$ cat src/rtl/bcd_countdown_timer.sv
// BCD countdown timer with load/start/stop/tick control and a one-cycle
// done pulse on expiry. Optional mm:ss mode makes digit 1 count mod-6.
//
// state  | meaning
// -------+---------------------------------------------------------------
// IDLE   | count loaded or cleared, not counting; start needs nonzero count
// RUN    | counting down by one on each tick
// PAUSE  | count held; start resumes, stop cancels (count -> 0, IDLE)
// DONE   | count reached zero; stop returns to IDLE, start is ignored

module bcd_countdown_timer #(
    parameter int NUM_DIGITS = 4,
    parameter int MMSS_MODE  = 1
) (
    input  logic                    clk,
    input  logic                    clear_n,
    input  logic                    load,
    input  logic                    start,
    input  logic                    stop,
    input  logic                    tick,
    input  logic [4*NUM_DIGITS-1:0] digits_in,
    output logic [4*NUM_DIGITS-1:0] digits_out,
    output logic                    zero,
    output logic                    running,
    output logic                    done
);

    localparam int W = 4 * NUM_DIGITS;

    typedef enum logic [1:0] {
        S_IDLE  = 2'd0,
        S_RUN   = 2'd1,
        S_PAUSE = 2'd2,
        S_DONE  = 2'd3
    } state_t;

    state_t         state_q, state_d;
    logic [W-1:0]   count_q, count_d;
    logic           done_q,  done_d;
    logic [W-1:0]   count_dec;

    // Largest legal value of digit i: 5 for the tens-of-seconds digit in mm:ss mode.
    function automatic logic [3:0] digit_max(input int i);
        return ((MMSS_MODE != 0) && (i == 1)) ? 4'd5 : 4'd9;
    endfunction

    function automatic logic [W-1:0] bcd_clamp(input logic [W-1:0] v);
        logic [W-1:0] r;
        r = v;
        for (int i = 0; i < NUM_DIGITS; i++) begin
            if (v[4*i +: 4] > digit_max(i)) begin
                r[4*i +: 4] = digit_max(i);
            end
        end
        return r;
    endfunction

    // Ripple-borrow decrement: a zero digit wraps to its max and keeps borrowing.
    function automatic logic [W-1:0] bcd_dec(input logic [W-1:0] v);
        logic [W-1:0] r;
        logic         borrow;
        r      = v;
        borrow = 1'b1;
        for (int i = 0; i < NUM_DIGITS; i++) begin
            if (borrow) begin
                if (v[4*i +: 4] == 4'd0) begin
                    r[4*i +: 4] = digit_max(i);
                end else begin
                    r[4*i +: 4] = v[4*i +: 4] - 4'd1;
                    borrow      = 1'b0;
                end
            end
        end
        return r;
    endfunction

    // State, count and done pulse registers with synchronous active-low clear.
    always_ff @(posedge clk) begin
        if (!clear_n) begin
            state_q <= S_IDLE;
            count_q <= '0;
            done_q  <= 1'b0;
        end else begin
            state_q <= state_d;
            count_q <= count_d;
            done_q  <= done_d;
        end
    end

    // Next state: load > stop > start > tick; done pulses only on the expiring tick.
    always_comb begin
        state_d   = state_q;
        count_d   = count_q;
        done_d    = 1'b0;
        count_dec = bcd_dec(count_q);

        if (load) begin
            count_d = bcd_clamp(digits_in);
            state_d = S_IDLE;
        end else if (stop) begin
            case (state_q)
                S_RUN:   state_d = S_PAUSE;
                S_PAUSE: begin
                    count_d = '0;
                    state_d = S_IDLE;
                end
                S_DONE:  state_d = S_IDLE;
                default: state_d = state_q;
            endcase
        end else if (start) begin
            if ((state_q == S_IDLE && count_q != '0) || state_q == S_PAUSE) begin
                state_d = S_RUN;
            end
        end else if (tick && state_q == S_RUN) begin
            count_d = count_dec;
            if (count_dec == '0) begin
                state_d = S_DONE;
                done_d  = 1'b1;
            end
        end
    end

    assign digits_out = count_q;
    assign zero       = (count_q == '0);
    assign running    = (state_q == S_RUN);
    assign done       = done_q;

endmodule

$ cat config.mk
export PLATFORM = sky130hd
export DESIGN_NAME = bcd_countdown_timer
export DESIGN_NICKNAME = d
export VERILOG_FILES = /design/src/rtl/bcd_countdown_timer.sv
export SDC_FILE = /design/constraint.sdc
export NUM_CORES = 1
export LEC_CHECK = 0
export BUFFER_PORTS_ARGS = -buffer_cell sky130_fd_sc_hd__buf_2
export CAP_MARGIN = 5
export CELL_PAD_IN_SITES_DETAIL_PLACEMENT = 0
export CELL_PAD_IN_SITES_GLOBAL_PLACEMENT = 2
export CORE_ASPECT_RATIO = 1.1
export CORE_MARGIN = 3
export CORE_UTILIZATION = 25
export DETAILED_ROUTE_END_ITERATION = 10
export HOLD_SLACK_MARGIN = 0.08
export PLACE_DENSITY_LB_ADDON = 0.1
export SYNTH_ARGS = -nofsm -noshare
export SYNTH_HDL_FRONTEND = slang
export SYNTH_SLANG_ARGS = --single-unit
$ cat constraint.sdc
create_clock -name clk -period 5.6 [get_ports clk]
set_clock_uncertainty 0.1 [all_clocks]
set_input_delay 0.56 -clock clk [delete_from_list [all_inputs] [get_ports clk]]
set_output_delay 0.56 -clock clk [all_outputs]
set_load 0.02 [all_outputs]
==> After elaboration in Yosys (flattened, before gate mapping) <==
Cells that the tools add are included.
{ "word_totals": {"ff_bits": 19, "elab_cells": 67} }
{ "classes": {"add_sub_neg": 4, "n_lt_le_gt_ge": 4, "n_eq_ne": 7, "mux": 28, "n_bitwise": 2, "n_reduce_logical": 19} }
{ "op_table": {"columns": ["operator", "n"], "rows": [
  ["16-bit two-way mux", 5],
  ["4-bit two-way mux", 11],
  ["16-bit logical NOT", 2],
  ["4-bit logical NOT", 4],
  ["16-bit nonzero test", 1],
  ["4-bit by 1-bit subtractor with 4-bit output, second input constant", 4],
  ["4-bit greater-than comparator, second input constant", 3],
  ["2-bit two-way mux", 5],
  ["3-bit by 2-bit inequality test with 1-bit output, second input constant", 3],
  ["3-bit nonzero test", 3],
  ["1-bit two-way mux", 6],
  ["5-bit OR reduction", 1],
  ["2-bit equality test, second input constant", 2],
  ["4-bit by 3-bit greater-than comparator with 1-bit output, second input constant", 1],
  ["2-bit one-hot mux with 2 select lines", 1],
  ["4-bit AND reduction", 1],
  ["2-bit OR reduction", 2],
  ["3-bit by 1-bit inequality test with 1-bit output, second input constant", 1],
  ["3-bit AND reduction", 1],
  ["2-bit by 1-bit equality test with 1-bit output, second input constant", 1],
  ["1-bit logical AND", 2],
  ["2-bit logical NOT", 1],
  ["1-bit inverter", 2],
  ["1-bit logical OR", 1]
]} }

==> Longest topological paths before layout <==
Gate-level depths: netlist of the first run.
{ "depth": {"word_depth": 10, "depth_mapped": 6} }

==> Worst setup path after synthesis of the first run <==
No wires, ideal clock.
{ "synth_timing": {"path_type": "register to output", "startpoint": "register count_q[5], in the netlist digits_out[5]", "endpoint": "output zero", "arrival_time_ps": 2138, "required_time_ps": 4940, "setup_slack_ps": 2802, "stages_incl_launch_ff": 5, "cell_sequence": "dfxtp_1 -> or4_1 -> buf_2 -> or4_4 -> nor3_1"} }
{ "synth_between": {"elab_chain_len": 1} }
{ "synth_lines": {"columns": ["element", "line_no", "text"], "rows": [
  ["start: declaration", "38", "logic [W-1:0] count_q, count_d;"],
  ["start signal: assignment", "85", "count_q <= count_d;"],
  ["16-bit logical NOT", "124", "assign zero = (count_q == '0);"],
  ["end: declaration", "23", "output logic zero,"]
]} }
Every way passes these cells.

==> Final worst setup path of the first run <==
Same ends and word-level chain as after synthesis.

==> flow_summary_export.csv, run 1 <==
group,metric,value,unit
status,status,"finished, final reports clean",
critical_path,worst_setup_path_start_kind,"flip-flop",
grt,overflow,0,
place,dpl.hpwl,3.28,mm
clock_tree,clock-root-buffer,"clkbuf_8",
clock_tree,path_clk_slew,0.08,ns
logic_synthesis,synth-main-ff-cell,"dfxtp_1",
grt,antenna_found_initial,0,
timing,tns,0,ns
floorplan,die_h,83.4,microns
timing,maxSlewHeadroom,25.2,%
timing,fin_crit,3.13,ns
finish,finalNetCount,227,
logic_synthesis,yosys_warnings,0,
logic_synthesis,synth-xor-area-share,0.643,%
routing,route.vias.total,1476,
finish,final-instance-count-excl-fill,276,
logic_synthesis,synth-compound-area-share,29.9,%
logic_synthesis,synth_edf_count,0,
routing,ant_nets,0,
logic_synthesis,synth-seq-area-share,27.9,%
routing,dr.pass1.iters,4,
finish,diodes,0,
critical_path,crit_required,4.94,ns
logic_synthesis,synthSimpleGateAreaFrac,32.2,%
clock_tree,tritoncts,"done",
logic_synthesis,synth_adder_area_share,0,%
place,gp_congestion,0.826,
routing,viasPerCell,5.35,
floorplan,start_util,26.5,%
critical_path,crit_type,"reg -> out",
clock_tree,clk_latency,0.26,ns
logic_synthesis,syn_area,1360,sq um
critical_path,path_max_fanout,9,
grt,track_usage,14.2,%
finish,final_cell_mix,"40 x buf_2, 19 x dfxtp_1, 14 x o21ai_0, 14 x nand2_1, 12 x nor2_1",
logic_synthesis,synthArstFlopShare,0,%
clock_tree,cts_setup_buffers,0,
floorplan,die_w,76.4,microns
floorplan,coreArea,5130,sq um
critical_path,crit_path_end_kind,"output pin",
finish,final_common_cell,"buf_2",
place,numPortBuffers,40,
floorplan,die-area,6370,sq um
timing,hold_viol,0,
timing,slew_viol_final,0,
finish,drive_above_1_share,25.5,%
logic_synthesis,ys_seq_elements,19,
timing,timing.hold.ws,0.367,ns
floorplan,num_rows,27,
logic_synthesis,synth_top_family_by_area,"simple AND/OR/NAND/NOR gates",
grt,grt_start_max_net_pins,20,
timing,max_freq,320,MHz
logic_synthesis,syn_nets,193,
job,maxCapViolCount,0,
routing,drc,0,
clock_tree,hold_buffers,0,
logic_synthesis,synth_cell_types,46,
routing,drt-total-wl,4.47,mm
timing,rsz0062_at_grt,"false",
clock_tree,ctsResizeCount,0,
grt,grt_pass1_wl,7.36,mm
clock_tree,clock_path_buffers,2,
logic_synthesis,synthCells,171,
routing,wire_per_inst,16.2,microns
routing,first_iter_violations,63,
finish,syn_to_final_growth,17.3,%
pwr,power_density,219,nW/um^2
hold_path,holdCritPathClass,"reg -> reg",
critical_path,cp.arrival,2.47,ns
pwr,ir_worst_vdd,0.0000940,V
timing,fin_crit_sh,55.8,%
clock_tree,clock_sinks,19,
clock_tree,cts_max_level,1,
place,dp.cells,272,
timing,finalSetupViolCount,0,
clock_tree,numCtsBuffers,3,
timing,worst_slew_pin_slew,1.12,ns
logic_synthesis,muxShareOfSynthArea,0.735,%
pwr,p_leak,0.621,nW
floorplan,num_io_pins,41,
logic_synthesis,syn_area_per_cell,7.97,sq um
grt,first_global_vias,1496,
## metal layers
layer | share of wire (%) | track usage, %
met1 | 45 | 17.3
met2 | 49 | 25.7
met3 | 4.7 | 2.28
met4 | 0.85 | 3.46
met5 | 0 | 0
## power breakdown
group | switching, mW | internal (mW) | total [mW]
clock | 0.0526 | 0.0496 | 0.102
combinational | 0.0570 | 0.0364 | 0.0933
sequential | 0.0128 | 0.142 | 0.155
total | 0.122 | 0.228 | 0.350
## critical path, cell delays in order, from the launching register on
cell,delay [ns]
dfxtp_1,0.36
or4_1,0.70
or4_4,0.57
nor3_1,0.33
buf_2,0.25
## Yosys cell counts, drive strengths merged (2+ instances only)
| cell | n | area [sq um] |
|---|---|---|
| o21a | 6 | 45.0 |
| a22oi | 4 | 30.0 |
| a21oi | 7 | 35.0 |
| nand4 | 2 | 12.5 |
| o211ai | 4 | 30.0 |
| nor3 | 6 | 30.0 |
| nand3b | 2 | 15.0 |
| nand2 | 14 | 52.6 |
| a211oi | 3 | 27.5 |
| nor4 | 4 | 25.0 |
| nor4b | 2 | 17.5 |
| dfxtp | 19 | 380 |
| nand2b | 4 | 25.0 |
| o21ai | 14 | 70.1 |
| and3b | 2 | 17.5 |
| nand4b | 2 | 17.5 |
| nand3 | 3 | 15.0 |
| nor2 | 12 | 45.0 |
| or4 | 11 | 87.6 |
| a211o | 4 | 35.0 |
| or2 | 3 | 18.8 |
| buf | 3 | 21.3 |
| inv | 4 | 15.0 |
| clkbuf | 8 | 80.1 |
| o41ai | 2 | 17.5 |
| o22ai | 2 | 12.5 |
| nor2b | 3 | 18.8 |
| a31oi | 5 | 31.3 |
| a21boi | 4 | 30.0 |
## per-stage QoR
stage	setup slack (ns)	utilization [%]	cell area, sq um	power (mW)
after floorplan	2.80	-	1360	0.224
after global placement	2.80	30.2	1550	0.252
after detailed placement	2.78	30.2	1550	0.251
after CTS	2.48	31.1	1600	0.357
after global routing	2.36	31.1	1600	0.377
final	2.47	31.1	1600	0.350
## logic make-up (layout without fill, tap and decap cells)
logic type / after synthesis / in the layout
xor+xnor: 1 / 1
mux: 1 / 1
simple gates: 75 / 75
compound gates: 60 / 60
flops: 19 / 19
buf+inv: 15 / 48
## final timing paths
| kind | from | to | slack (ns) | depth (start not counted) |
|---|---|---|---|---|
| worst max-delay path | digits_out[5] | zero | 2.47 | 4 |
| worst min-delay path | digits_out[7] | digits_out[7] | 0.37 | 2 |
| worst max register to register | digits_out[0] | digits_out[10] | 3.17 | 4 |
| worst min register to register | digits_out[7] | digits_out[7] | 0.37 | 2 |
## flip-flops by register name, indices dropped and copies added, names as in the netlist
name	cells
done	1
digits_out	16
state_q	2
## cell type report
| class | instances | area [sq um] |
|---|---|---|
| Clock buffer | 3 | 41.3 |
| Clock inverter | 1 | 5.00 |
| Fill cell | 594 | 3540 |
| Inverter | 4 | 15.0 |
| Multi-Input combinational cell | 137 | 866 |
| Sequential cell | 19 | 380 |
| Tap cell | 72 | 90.1 |
| Timing Repair Buffer | 40 | 200 |
No activity file was read; power rests on OpenSTA's default activity.
==> run 2, diff against run 1 <==
- clock period: 5.6 -> 3.3 ns (I/O delays scaled with it)
==> flow_summary_export.csv, run 2 (same netlist as run 1, synthesis figures left out) <==
group,metric,value,unit
floorplan,start_util,26.5,%
floorplan,die_w,76.4,microns
routing,drc,0,
routing,dr.pass1.iters,4,
place,gp_congestion,0.857,
grt,overflow,0,
routing,drt-total-wl,4.61,mm
critical_path,regToRegEndpoint,"digits_out[10]",
clock_tree,clk_latency,0.26,ns
routing,ant_nets,0,
timing,slew_viol_final,0,
job,maxCapViolCount,0,
clock_tree,clock_sinks,19,
clock_tree,clock-root-buffer,"clkbuf_8",
routing,viasPerCell,5.36,
floorplan,num_io_pins,41,
place,placed_area,1570,sq um
floorplan,num_rows,27,
finish,drive_above_1_share,25.7,%
timing,maxSlewHeadroom,40.8,%
finish,syn_to_final_growth,18.3,%
pwr,p_leak,0.629,nW
critical_path,critPathSlowestCell,"or4_1",
critical_path,rrSetupSlack,0.89,ns
critical_path,worst_setup_path_start_kind,"flip-flop",
critical_path,path_depth,4,
grt,track_usage,14.8,%
finish,final_util,31.4,%
floorplan,die-area,6370,sq um
clock_tree,clock_path_buffers,2,
critical_path,reg2reg_depth,4,
routing,first_iter_violations,64,
hold_path,holdCritPathClass,"in -> reg",
pwr,total_power,0.595,mW
timing,finalSetupViolCount,0,
clock_tree,cts_setup_buffers,0,
pwr,ir_worst_vdd,0.000127,V
grt,grt_start_max_net_pins,20,
critical_path,r2r_start,"digits_out[0]",
grt,first_global_vias,1515,
status,status,"finished, final reports clean",
timing,fin_crit,2.89,ns
floorplan,die_h,83.4,microns
finish,largest_reg_flops,16,
place,numPortBuffers,40,
floorplan,coreArea,5130,sq um
critical_path,crit_type,"reg -> out",
clock_tree,cts_max_level,1,
clock_tree,tritoncts,"done",
critical_path,cp.arrival,2.46,ns
finish,final_cell_mix,"40 x buf_2, 19 x dfxtp_1, 14 x o21ai_0, 14 x nand2_1, 12 x nor2_1",
finish,diodes,0,
critical_path,worstPathCellList,"or4_1 -> or4_4 -> nor3_1 -> buf_2",
clock_tree,ctsResizeCount,0,
timing,worst_slew_pin_slew,0.887,ns
routing,wire_per_inst,16.6,microns
timing,tns,0,ns
critical_path,crit_path_end_kind,"output pin",
timing,max_freq,345,MHz
finish,final.fill_count,604,
critical_path,crit_required,2.87,ns
grt,antenna_found_initial,0,
critical_path,crit_family,"simple AND/OR/NAND/NOR gates",
critical_path,path_max_fanout,9,
grt,grt_pass1_wl,7.67,mm
place,dpl.hpwl,3.43,mm
critical_path,crit_path_end,"zero",
finish,finalNetCount,229,
finish,stdcell_area,1610,sq um
timing,hold_viol,0,
pwr,power_density,369,nW/um^2
clock_tree,numCtsBuffers,3,
clock_tree,hold_buffers,0,
clock_tree,path_clk_slew,0.08,ns
critical_path,crit_start,"digits_out[5]",
finish,final_common_cell,"buf_2",
routing,route.vias.total,1490,
critical_path,crit_path_max_incr_delay,0.70,ns
critical_path,path_buf_inv,1,
timing,fin_crit_sh,87.7,%
timing,rsz0062_at_grt,"false",
-- run 2: cell types whose count changed in the layout (fill, tap and decap cells not counted) --
| cell | delta |
|---|---|
| clkbuf_1 | +1 |
| clkinv_2 | -1 |
| buf_4 | +2 |
-- run 2: worst min path at each step --
stage | start | end | slack [ns] | cells past startpoint
final | digits_in[13] | digits_out[13] | 0.27 | 3
after global routing | digits_in[13] | digits_out[13] | 0.27 | 3
after CTS | digits_in[13] | digits_out[13] | 0.27 | 3
after detailed placement | digits_out[7] | digits_out[7] | 0.36 | 2
after global placement | digits_out[7] | digits_out[7] | 0.34 | 2
after floorplan | stop | state_q[1] | 0.40 | 1
-- run 2: area by class of cell --
| class | instances | area (sq um) | share of cell area [%] |
|---|---|---|---|
| Sequential cell | 19 | 380 | 23.6 |
| Clock buffer | 4 | 45.0 | 2.80 |
| Multi-Input combinational cell | 137 | 866 | 53.7 |
| Inverter | 4 | 15.0 | 0.932 |
| Timing Repair Buffer | 42 | 215 | 13.4 |
| Tap cell | 72 | 90.1 | 5.59 |
-- run 2: worst register-to-register path, cell delays in order, from the launching register on --
cell and delay, ns:
dfxtp_1 0.39, or4_1 0.79, or4_1 0.51, or4_1 0.40
a31oi_1 0.16
-- run 2: where the power goes --
group          switching (mW)  internal [mW]  total, mW  leakage, nW
clock                  0.0857         0.0861      0.172       0.0228
combinational          0.0987         0.0626      0.161        0.450
sequential             0.0211          0.241      0.262        0.156
-- run 2: metal layers --
metal / vias up / track usage (%) / share of wire, %
met1: 717 / 18.5 / 45
met4: 0 / 5.11 / 2.0
met2: 35 / 25.7 / 50
met3: 8 / 2.28 / 3.2
li1: 730 / - / -
met5: - / 0 / 0
-- run 2: stage by stage --
step           std cells  hold WS (ns)  setup WS (ns)
6_report             278         0.270          0.405
5_1_grt              278         0.272          0.292
4_1_cts              278         0.266          0.391
3_5_place_dp         274         0.362          0.689
3_3_place_gp         274         0.342          0.727
2_1_floorplan        171         0.399          0.732
